## src/rtl/acc_pkg.sv

```systemverilog
// Shared definitions for the accumulator divider slice: default widths tied to
// the MAC datapath, FSM state type and counter sizing helper.
package acc_pkg;

  localparam int unsigned ACC_DIVIDEND_W = 25;
  localparam int unsigned ACC_DIVISOR_W  = 12;

  typedef enum logic [1:0] {
    IDLE,
    BUSY,
    DONE
  } div_state_t;

  // Bits needed for a counter that must hold the value n.
  function automatic int unsigned cnt_w(input int unsigned n);
    return $clog2(n + 1);
  endfunction

  localparam int unsigned ACC_CNT_W = cnt_w(ACC_DIVIDEND_W);

endpackage

```

## src/rtl/div_step.sv

```systemverilog
// One restoring-division step: shift in the next dividend bit, subtract the
// divisor when it fits and report the resulting quotient bit.
module div_step #(
  parameter int unsigned DIVISOR_W = acc_pkg::ACC_DIVISOR_W
) (
  input  logic [DIVISOR_W:0]   rem_i,
  input  logic                 bit_i,
  input  logic [DIVISOR_W-1:0] divisor_i,
  output logic [DIVISOR_W:0]   rem_o,
  output logic                 q_o
);

  typedef logic [DIVISOR_W:0] rem_t;

  rem_t shifted;
  rem_t divisor_ext;

  // Partial remainder is always below the divisor, so dropping its MSB on the
  // shift loses nothing; the extra bit only protects the compare.
  always_comb begin
    shifted     = rem_t'({rem_i, bit_i});
    divisor_ext = {1'b0, divisor_i};
    if (shifted >= divisor_ext) begin
      rem_o = shifted - divisor_ext;
      q_o   = 1'b1;
    end else begin
      rem_o = shifted;
      q_o   = 1'b0;
    end
  end

endmodule

```

## src/rtl/acc_divider.sv

```systemverilog
// Sequential restoring divider for accumulated MAC results: one quotient bit
// per cycle, valid/ready on input and output, divide-by-zero flagged.
module acc_divider
  import acc_pkg::*;
#(
  parameter int unsigned DIVIDEND_W = ACC_DIVIDEND_W,
  parameter int unsigned DIVISOR_W  = ACC_DIVISOR_W
) (
  input  logic                  clk,
  input  logic                  reset,
  input  logic                  in_valid,
  output logic                  in_ready,
  input  logic [DIVIDEND_W-1:0] dividend,
  input  logic [DIVISOR_W-1:0]  divisor,
  output logic                  out_valid,
  input  logic                  out_ready,
  output logic [DIVIDEND_W-1:0] quotient,
  output logic [DIVISOR_W-1:0]  remainder,
  output logic                  div_by_zero
);

  localparam int unsigned CNT_W = cnt_w(DIVIDEND_W);

  div_state_t            state_q, state_d;
  // Dividend bits shift out of the top while quotient bits shift in below.
  logic [DIVIDEND_W-1:0] dq_q, dq_d;
  logic [DIVISOR_W-1:0]  div_q, div_d;
  logic [DIVISOR_W:0]    rem_q, rem_d;
  logic [CNT_W-1:0]      cnt_q, cnt_d;
  logic [DIVIDEND_W-1:0] quo_q, quo_d;
  logic [DIVISOR_W-1:0]  remo_q, remo_d;
  logic                  dbz_q, dbz_d;

  logic [DIVISOR_W:0]    step_rem;
  logic                  step_q;

  div_step #(
    .DIVISOR_W (DIVISOR_W)
  ) u_step (
    .rem_i     (rem_q),
    .bit_i     (dq_q[DIVIDEND_W-1]),
    .divisor_i (div_q),
    .rem_o     (step_rem),
    .q_o       (step_q)
  );

  // State and datapath registers with synchronous reset.
  always_ff @(posedge clk) begin
    if (reset) begin
      state_q <= IDLE;
      dq_q    <= '0;
      div_q   <= '0;
      rem_q   <= '0;
      cnt_q   <= '0;
      quo_q   <= '0;
      remo_q  <= '0;
      dbz_q   <= 1'b0;
    end else begin
      state_q <= state_d;
      dq_q    <= dq_d;
      div_q   <= div_d;
      rem_q   <= rem_d;
      cnt_q   <= cnt_d;
      quo_q   <= quo_d;
      remo_q  <= remo_d;
      dbz_q   <= dbz_d;
    end
  end

  // Next-state logic: accept, iterate one step per cycle, hold the result.
  always_comb begin
    state_d = state_q;
    dq_d    = dq_q;
    div_d   = div_q;
    rem_d   = rem_q;
    cnt_d   = cnt_q;
    quo_d   = quo_q;
    remo_d  = remo_q;
    dbz_d   = dbz_q;
    unique case (state_q)
      IDLE: begin
        if (in_valid) begin
          dq_d  = dividend;
          div_d = divisor;
          rem_d = '0;
          cnt_d = CNT_W'(DIVIDEND_W);
          dbz_d = 1'b0;
          if (divisor != '0) begin
            state_d = BUSY;
          end else begin
            state_d = DONE;
            quo_d   = '1;
            remo_d  = '0;
            dbz_d   = 1'b1;
          end
        end
      end
      BUSY: begin
        rem_d = step_rem;
        dq_d  = {dq_q[DIVIDEND_W-2:0], step_q};
        cnt_d = cnt_q - 1'b1;
        if (cnt_q == CNT_W'(1)) begin
          state_d = DONE;
          quo_d   = {dq_q[DIVIDEND_W-2:0], step_q};
          remo_d  = step_rem[DIVISOR_W-1:0];
        end
      end
      DONE: begin
        if (out_ready) begin
          state_d = IDLE;
        end
      end
      default: state_d = IDLE;
    endcase
  end

  assign in_ready    = (state_q == IDLE);
  assign out_valid   = (state_q == DONE);
  assign quotient    = quo_q;
  assign remainder   = remo_q;
  assign div_by_zero = dbz_q;

endmodule
```

## config.mk

```make
export PLATFORM = sky130hd
export DESIGN_NAME = acc_divider
export DESIGN_NICKNAME = d
export VERILOG_FILES = /design/src/rtl/acc_pkg.sv /design/src/rtl/div_step.sv /design/src/rtl/acc_divider.sv
export SDC_FILE = /design/constraint.sdc
export NUM_CORES = 1
export LEC_CHECK = 0
export CORE_UTILIZATION = 55
export CTS_BUF_LIST = sky130_fd_sc_hd__clkbuf_8
export CTS_CLUSTER_SIZE = 30
export DETAILED_ROUTE_END_ITERATION = 12
export PLACE_DENSITY_LB_ADDON = 0.12
export SLEW_MARGIN = 20
export SYNTH_ARGS = -nofsm -noshare
export SYNTH_HDL_FRONTEND = slang
export SYNTH_SLANG_ARGS = --single-unit
```

## constraint.sdc

```tcl
create_clock -name clk -period 2.95 [get_ports clk]
set_input_delay 0.7375 -clock clk [delete_from_list [all_inputs] [get_ports clk]]
set_output_delay 0.7375 -clock clk [all_outputs]
set_load 0.1 [all_outputs]
```

## Yosys cells after proc, flatten, opt, wreduce, memory -nomap -nowiden

Cells that the tools add are included.

| operators by class | value |
|---|---|
| equality and inequality tests | 7 |
| order comparisons | 1 |
| $add $sub $neg | 2 |
| reductions and logical operators | 7 |
| mux-type cells | 22 |

Operator list:

| cell | number |
|---|---|
| $mux W25 | 4 |
| $pmux W25 S2 | 2 |
| $mux W12 | 5 |
| $pmux W12 S2 | 2 |
| $ge A13 B12 Y1 | 1 |
| $reduce_bool A12 Y1 | 1 |
| $sub A12 B12 Y12 | 1 |
| $pmux W5 S2 | 1 |
| $mux W2 | 4 |
| $ne A2 B2 Y1 const B | 3 |
| $pmux W2 S3 | 1 |
| $eq A5 B1 Y1 const B | 1 |
| $mux W5 | 1 |
| $sub A5 B1 Y5 const B | 1 |
| $reduce_and A2 Y1 | 2 |
| $reduce_and A4 Y1 | 1 |
| $reduce_and A3 Y1 | 1 |
| $eq A2 B1 Y1 const B | 1 |
| $eq A2 B2 Y1 const B | 1 |
| $logic_not A2 Y1 | 1 |
| $mux W1 | 2 |
| $ne A2 B1 Y1 const B | 1 |
| $reduce_bool A2 Y1 | 1 |

| storage, ports and cells | value |
|---|---|
| word-level logic and storage cells | 47 |
| bits in registers | 94 |
| output and inout port bits | 40 |

## Depth between registers and ports, before layout

| depth | value |
|---|---|
| depth in word-level cells | 4 |
| depth in mapped cells | 10 |
| depth with buffers taken out | 9 |

## Modules after synthesis

A second synthesis with hierarchy kept.

| unflattened totals | value |
|---|---|
| cell total of the unflattened synthesis | 581 |
| area total of the unflattened synthesis | 4710.8 um^2 |

Modules (own cells, without submodules):

| module | instances | sequential area each (um^2) | cells each | area an instance (um^2) |
|---|---|---|---|---|
| acc_divider | 1 | 1901.8 | 466 | 3842.4 |
| div_step | 1 | 0.0 | 115 | 868.3 |

## Worst setup path after synthesis

OpenSTA, ideal clock, no wires.

| timing | value |
|---|---|
| kind | register to register |
| start point | reg state_q[0] |
| end point | reg quo_q[1], in the netlist quotient[1] |
| period minus slack after synthesis | 2.981 ns |
| slack | -0.031 ns |
| buffers on the path | 1 |
| cell stages (with the launch flop) | 7 |
| arrival | 2.907 ns |
| cell sequence | dfxtp_1 > nor2_1 > nand2_1 > o21ai_4 > buf_8 > nor2_1 > nor3_2 |

| on the way | value |
|---|---|
| cells in the longest elaborated chain, start to end | 3 |
| elaborated cells on any way between the ends | 8 |
| those cells by class | eq/ne: 4; mux: 1; reduce/logical: 3 |

Ends and longest elaborated chain:

| item | RTL line | source |
|---|---|---|
| start: declaration | acc_divider.sv:24 | `div_state_t state_q, state_d;` |
| start signal: assignment | acc_divider.sv:59 | `state_q <= state_d;` |
| $logic_not A2 Y1 (*) | n/a |  |
| named net in_ready | acc_divider.sv:12 | `output logic in_ready,` |
| $ne A2 B2 Y1 (no line) / $reduce_bool A2 Y1 (equally long branches) | n/a |  |
| $reduce_and A4 Y1 (no line) | n/a |  |
| end signal: assignment | acc_divider.sv:64 | `quo_q <= quo_d;` |
| end: declaration | acc_divider.sv:30 | `logic [DIVIDEND_W-1:0] quo_q, quo_d;` |

The timed path passes the listed nets; every way through them passes the cells marked *.
A chain may end at the register's enable or synchronous reset.

## Final worst setup path

| timing | value |
|---|---|
| start point | reg div_q[6] |
| end point | reg remo_q[9], in the netlist remainder[9] |

| on the way | value |
|---|---|
| cells in the longest elaborated chain, start to end | 4 |
| elaborated cells on any way between the ends | 5 |
| those cells by class | add/sub: 1; order compare: 1; mux: 3 |

Ends and longest elaborated chain:

| item | RTL line | source |
|---|---|---|
| start: declaration | acc_divider.sv:27 | `logic [DIVISOR_W-1:0] div_q, div_d;` |
| start signal: assignment | acc_divider.sv:61 | `div_q <= div_d;` |
| $sub A12 B12 Y12 / $ge A13 B12 Y1 (equally long branches) | div_step.sv:24, div_step.sv:23 |  |
| $mux W12 (*) | div_step.sv:23 | `if (shifted >= divisor_ext) begin` |
| $mux W12 (*) | acc_divider.sv:102 | `if (cnt_q == CNT_W'(1)) begin` |
| $pmux W12 S2 (*) | acc_divider.sv:80 | `unique case (state_q)` |
| end signal: assignment | acc_divider.sv:65 | `remo_q <= remo_d;` |
| end: declaration | acc_divider.sv:31 | `logic [DIVISOR_W-1:0] remo_q, remo_d;` |

Every way passes the cells marked *; elsewhere a longest branch is shown, timed or not. The select of a mux whose other input is x is not followed.

==> metrics <==
Num CTS Buffers=9; post-synthesis instance area=4610 sq um; setup repair after global routing missed its margin=false; wire length of the first global-routing pass=18200 um; chip width=93.5 um; effective utilization at floorplan=56.4%; Max-slew headroom=55.5%; data arrival time of the critical path=2740 ps; startpoint type of the worst setup path=flop; Initial DRT Pass Iterations=5; initial antenna violation count=0; Leakage Power=2.17 nW; Worst Setup End Kind=flop; number of nets still failing antenna checks after routing=0; number of violations of the max-capacitance limit=0; later-pin clock latency in the skew report=360 ps; result of the run=finished clean; final HPWL from detailed placement=7820 um; antenna diode count=0; drt total wl=10900 um; Via Count=4209; placed insts=724; kind of critical path=flop to flop; number of design rule violations left after detail routing=0; dpl ws=223 ps; # hold bufs at CTS=0; number of register bits inferred by synthesis=94; number of placement rows=33; area share of the largest cell type after synthesis=40.8%; number of clock sinks=94; H-tree depth reported by CTS=3; final sum of negative setup slack=0 ps; fin crit share=84.1%; post-CTS setup-driven buffer insertion count=0; net count after synthesis=620; global-route congestion overflow total=0; number of input and output port buffers inserted=80; total global routing track utilization=26.3%; fill cell count=706; synth warn=0; number of standard cells in the final layout excluding fillers=740; final setup violation count=0; achievable frequency=403 MHz; slew at the pin closest to its max-slew limit=665 ps; worst path setup slack after routing=468 ps; largest area contributor in the netlist=dfxtp_1; final hold slack=460 ps; CTS tree=built; IO Count=81; Post-CTS Resized=0; maximum net fanout on the critical path=16; Worst VDD drop=0.000683 V; number of global-route vias before repair=3921; largest net degree at the start of global routing=40; layout cell share with drive strength beyond 1=16.2%; Bufs on Longest Clock Path=2; layout net count=686; final estimated routing congestion in global placement=0.909; Hold Fails Final Rpt=0; clock transition at the registers of the reported paths=90 ps; number of instances in the synthesized netlist=564; number of enable-type register cells in the synthesized netlist=0; Total Die Area=8750 sq um; Area growth syn-to-layout=19.9%; top post-synthesis cells by area=dfxtp_1 41%, nand2_1 8.6%, nor2_1 7.7%; top_reg_cell synth=dfxtp_1; mean instance size in the synthesized netlist=8.17 sq um; post-route minimum period=2480 ps; core box area=8180 sq um; power density relative to cell area=934 nW/um^2; post-synthesis cell type count=57; Root Buffer=clkbuf_8; data required time of the critical path=3210 ps; number of DRC violations after detailed-routing iteration 0=147; die outline height=93.5 um; Routed wire per std cell=14.8 um; Async SR Flop Fraction=0%; clk_skew=8.63 ps; vias per cell=5.69; count of pins over their slew limit=0; worst min-delay path category=flop to flop; sequential fraction of the synthesis area=40.8%
stage by stage:
stage | cell area (sq um) | utilization [%] | power (mW)
finish | 5530 | 67.6 | 5.16
detailed placement | 5360 | 65.5 | 4.36
CTS | 5530 | 67.6 | 5.15
floorplan | 4610 | - | 3.83
global placement | 5360 | 65.5 | 4.33
global route | 5530 | 67.6 | 5.52
cell type report:
cell class / count / area (sq um) / area share, %
inverters: 15 / 56.3 / 1.02
clock buffers: 9 / 124 / 2.24
multi-input cells: 419 / 2500 / 45.2
repair buffers: 91 / 791 / 14.3
flip-flops and latches: 94 / 1880 / 34.0
clock inverters: 7 / 47.5 / 0.860
well taps: 105 / 131 / 2.38
registers in the layout (all words and copies together) (netlist names):
register and cells:
quotient 25, state_q 2, rem_q 12, div_by_zero 1, div_q 12, remainder 12, dq_q 25, cnt_q 5
logic make-up (layout without fill, tap and decap cells):
family	count (synthesis)	in the layout	synth area share (%)
buffers and inverters	51	122	5.13
AO/OA/AOI/OAI	120	120	19.5
XOR/XNOR	7	7	1.33
multiplexers	3	3	0.651
AND/OR/NAND/NOR	274	274	28.4
flip-flops	94	94	40.8
adder cells (fa/ha/maj)	15	15	4.23
synth_stat cells, drive strengths merged (2+ instances only):
cell type	n
nor4	5
nor2b	2
xnor2	6
nand2b	8
nand2	105
dfxtp	94
or3	3
inv	15
clkbuf	20
o22ai	2
o21a	4
buf	16
o31ai	7
a32oi	4
nand4	7
a21oi	27
a311oi	25
ha	14
a31oi	3
a211o	2
o211ai	11
a32o	3
a21o	2
a221oi	3
and2	4
o21ai	18
mux2i	3
nand3	6
nor3	33
nor2	95
a211oi	4
o2111ai	2
a22o	2
worst max-delay path: stages, from the launching register on:
cell      delay, ps
dfxtp_1         350
inv_1            50
ha_1            360
a21oi_1         300
o211ai_1        170
and2_1          250
o21ai_4         440
a32oi_1         160
a221oi_1        300
layer usage:
layer  wire length (um)  up-vias  GRT usage (%)
li1                   -     2111              -
met1               4890     1978           32.6
met4                187        0           10.0
met3                492       18           5.45
met2               5360      102           44.6
met5                  0        -              0
layout by cell type, fill, tap and decap left out, drive strengths merged, types with 5 or more instances in the layout:
cell and count:
clkdlybuf4s50 39, clkbuf 9, nor2 95, ha 14, nand3 6, nand4 7, buf 52, nor3 33
nor4 5, inv 17, o31ai 7, o21ai 18, xnor2 6, nand2 105, o211ai 11, a311oi 25
a21oi 27, dfxtp 94, nand2b 8
final timing paths:
kind | startpoint | to | slack, ps | depth (start not counted)
max | div_q[6]$_SDFFE_PP0P_ | remainder[9]$_SDFFE_PP0P_ | 470 | 8
min | div_q[10]$_SDFFE_PP0P_ | div_q[10]$_SDFFE_PP0P_ | 460 | 2
max reg2reg | div_q[6]$_SDFFE_PP0P_ | remainder[9]$_SDFFE_PP0P_ | 470 | 8
min reg2reg | div_q[10]$_SDFFE_PP0P_ | div_q[10]$_SDFFE_PP0P_ | 460 | 2
where the power goes:
part | switching [mW] | internal (mW) | leakage (nW)
clock | 0.479 | 0.308 | 0.0858
combinational | 1.79 | 1.01 | 1.31
sequential | 0.135 | 1.44 | 0.768
No activity file was read; power rests on OpenSTA's default activity.
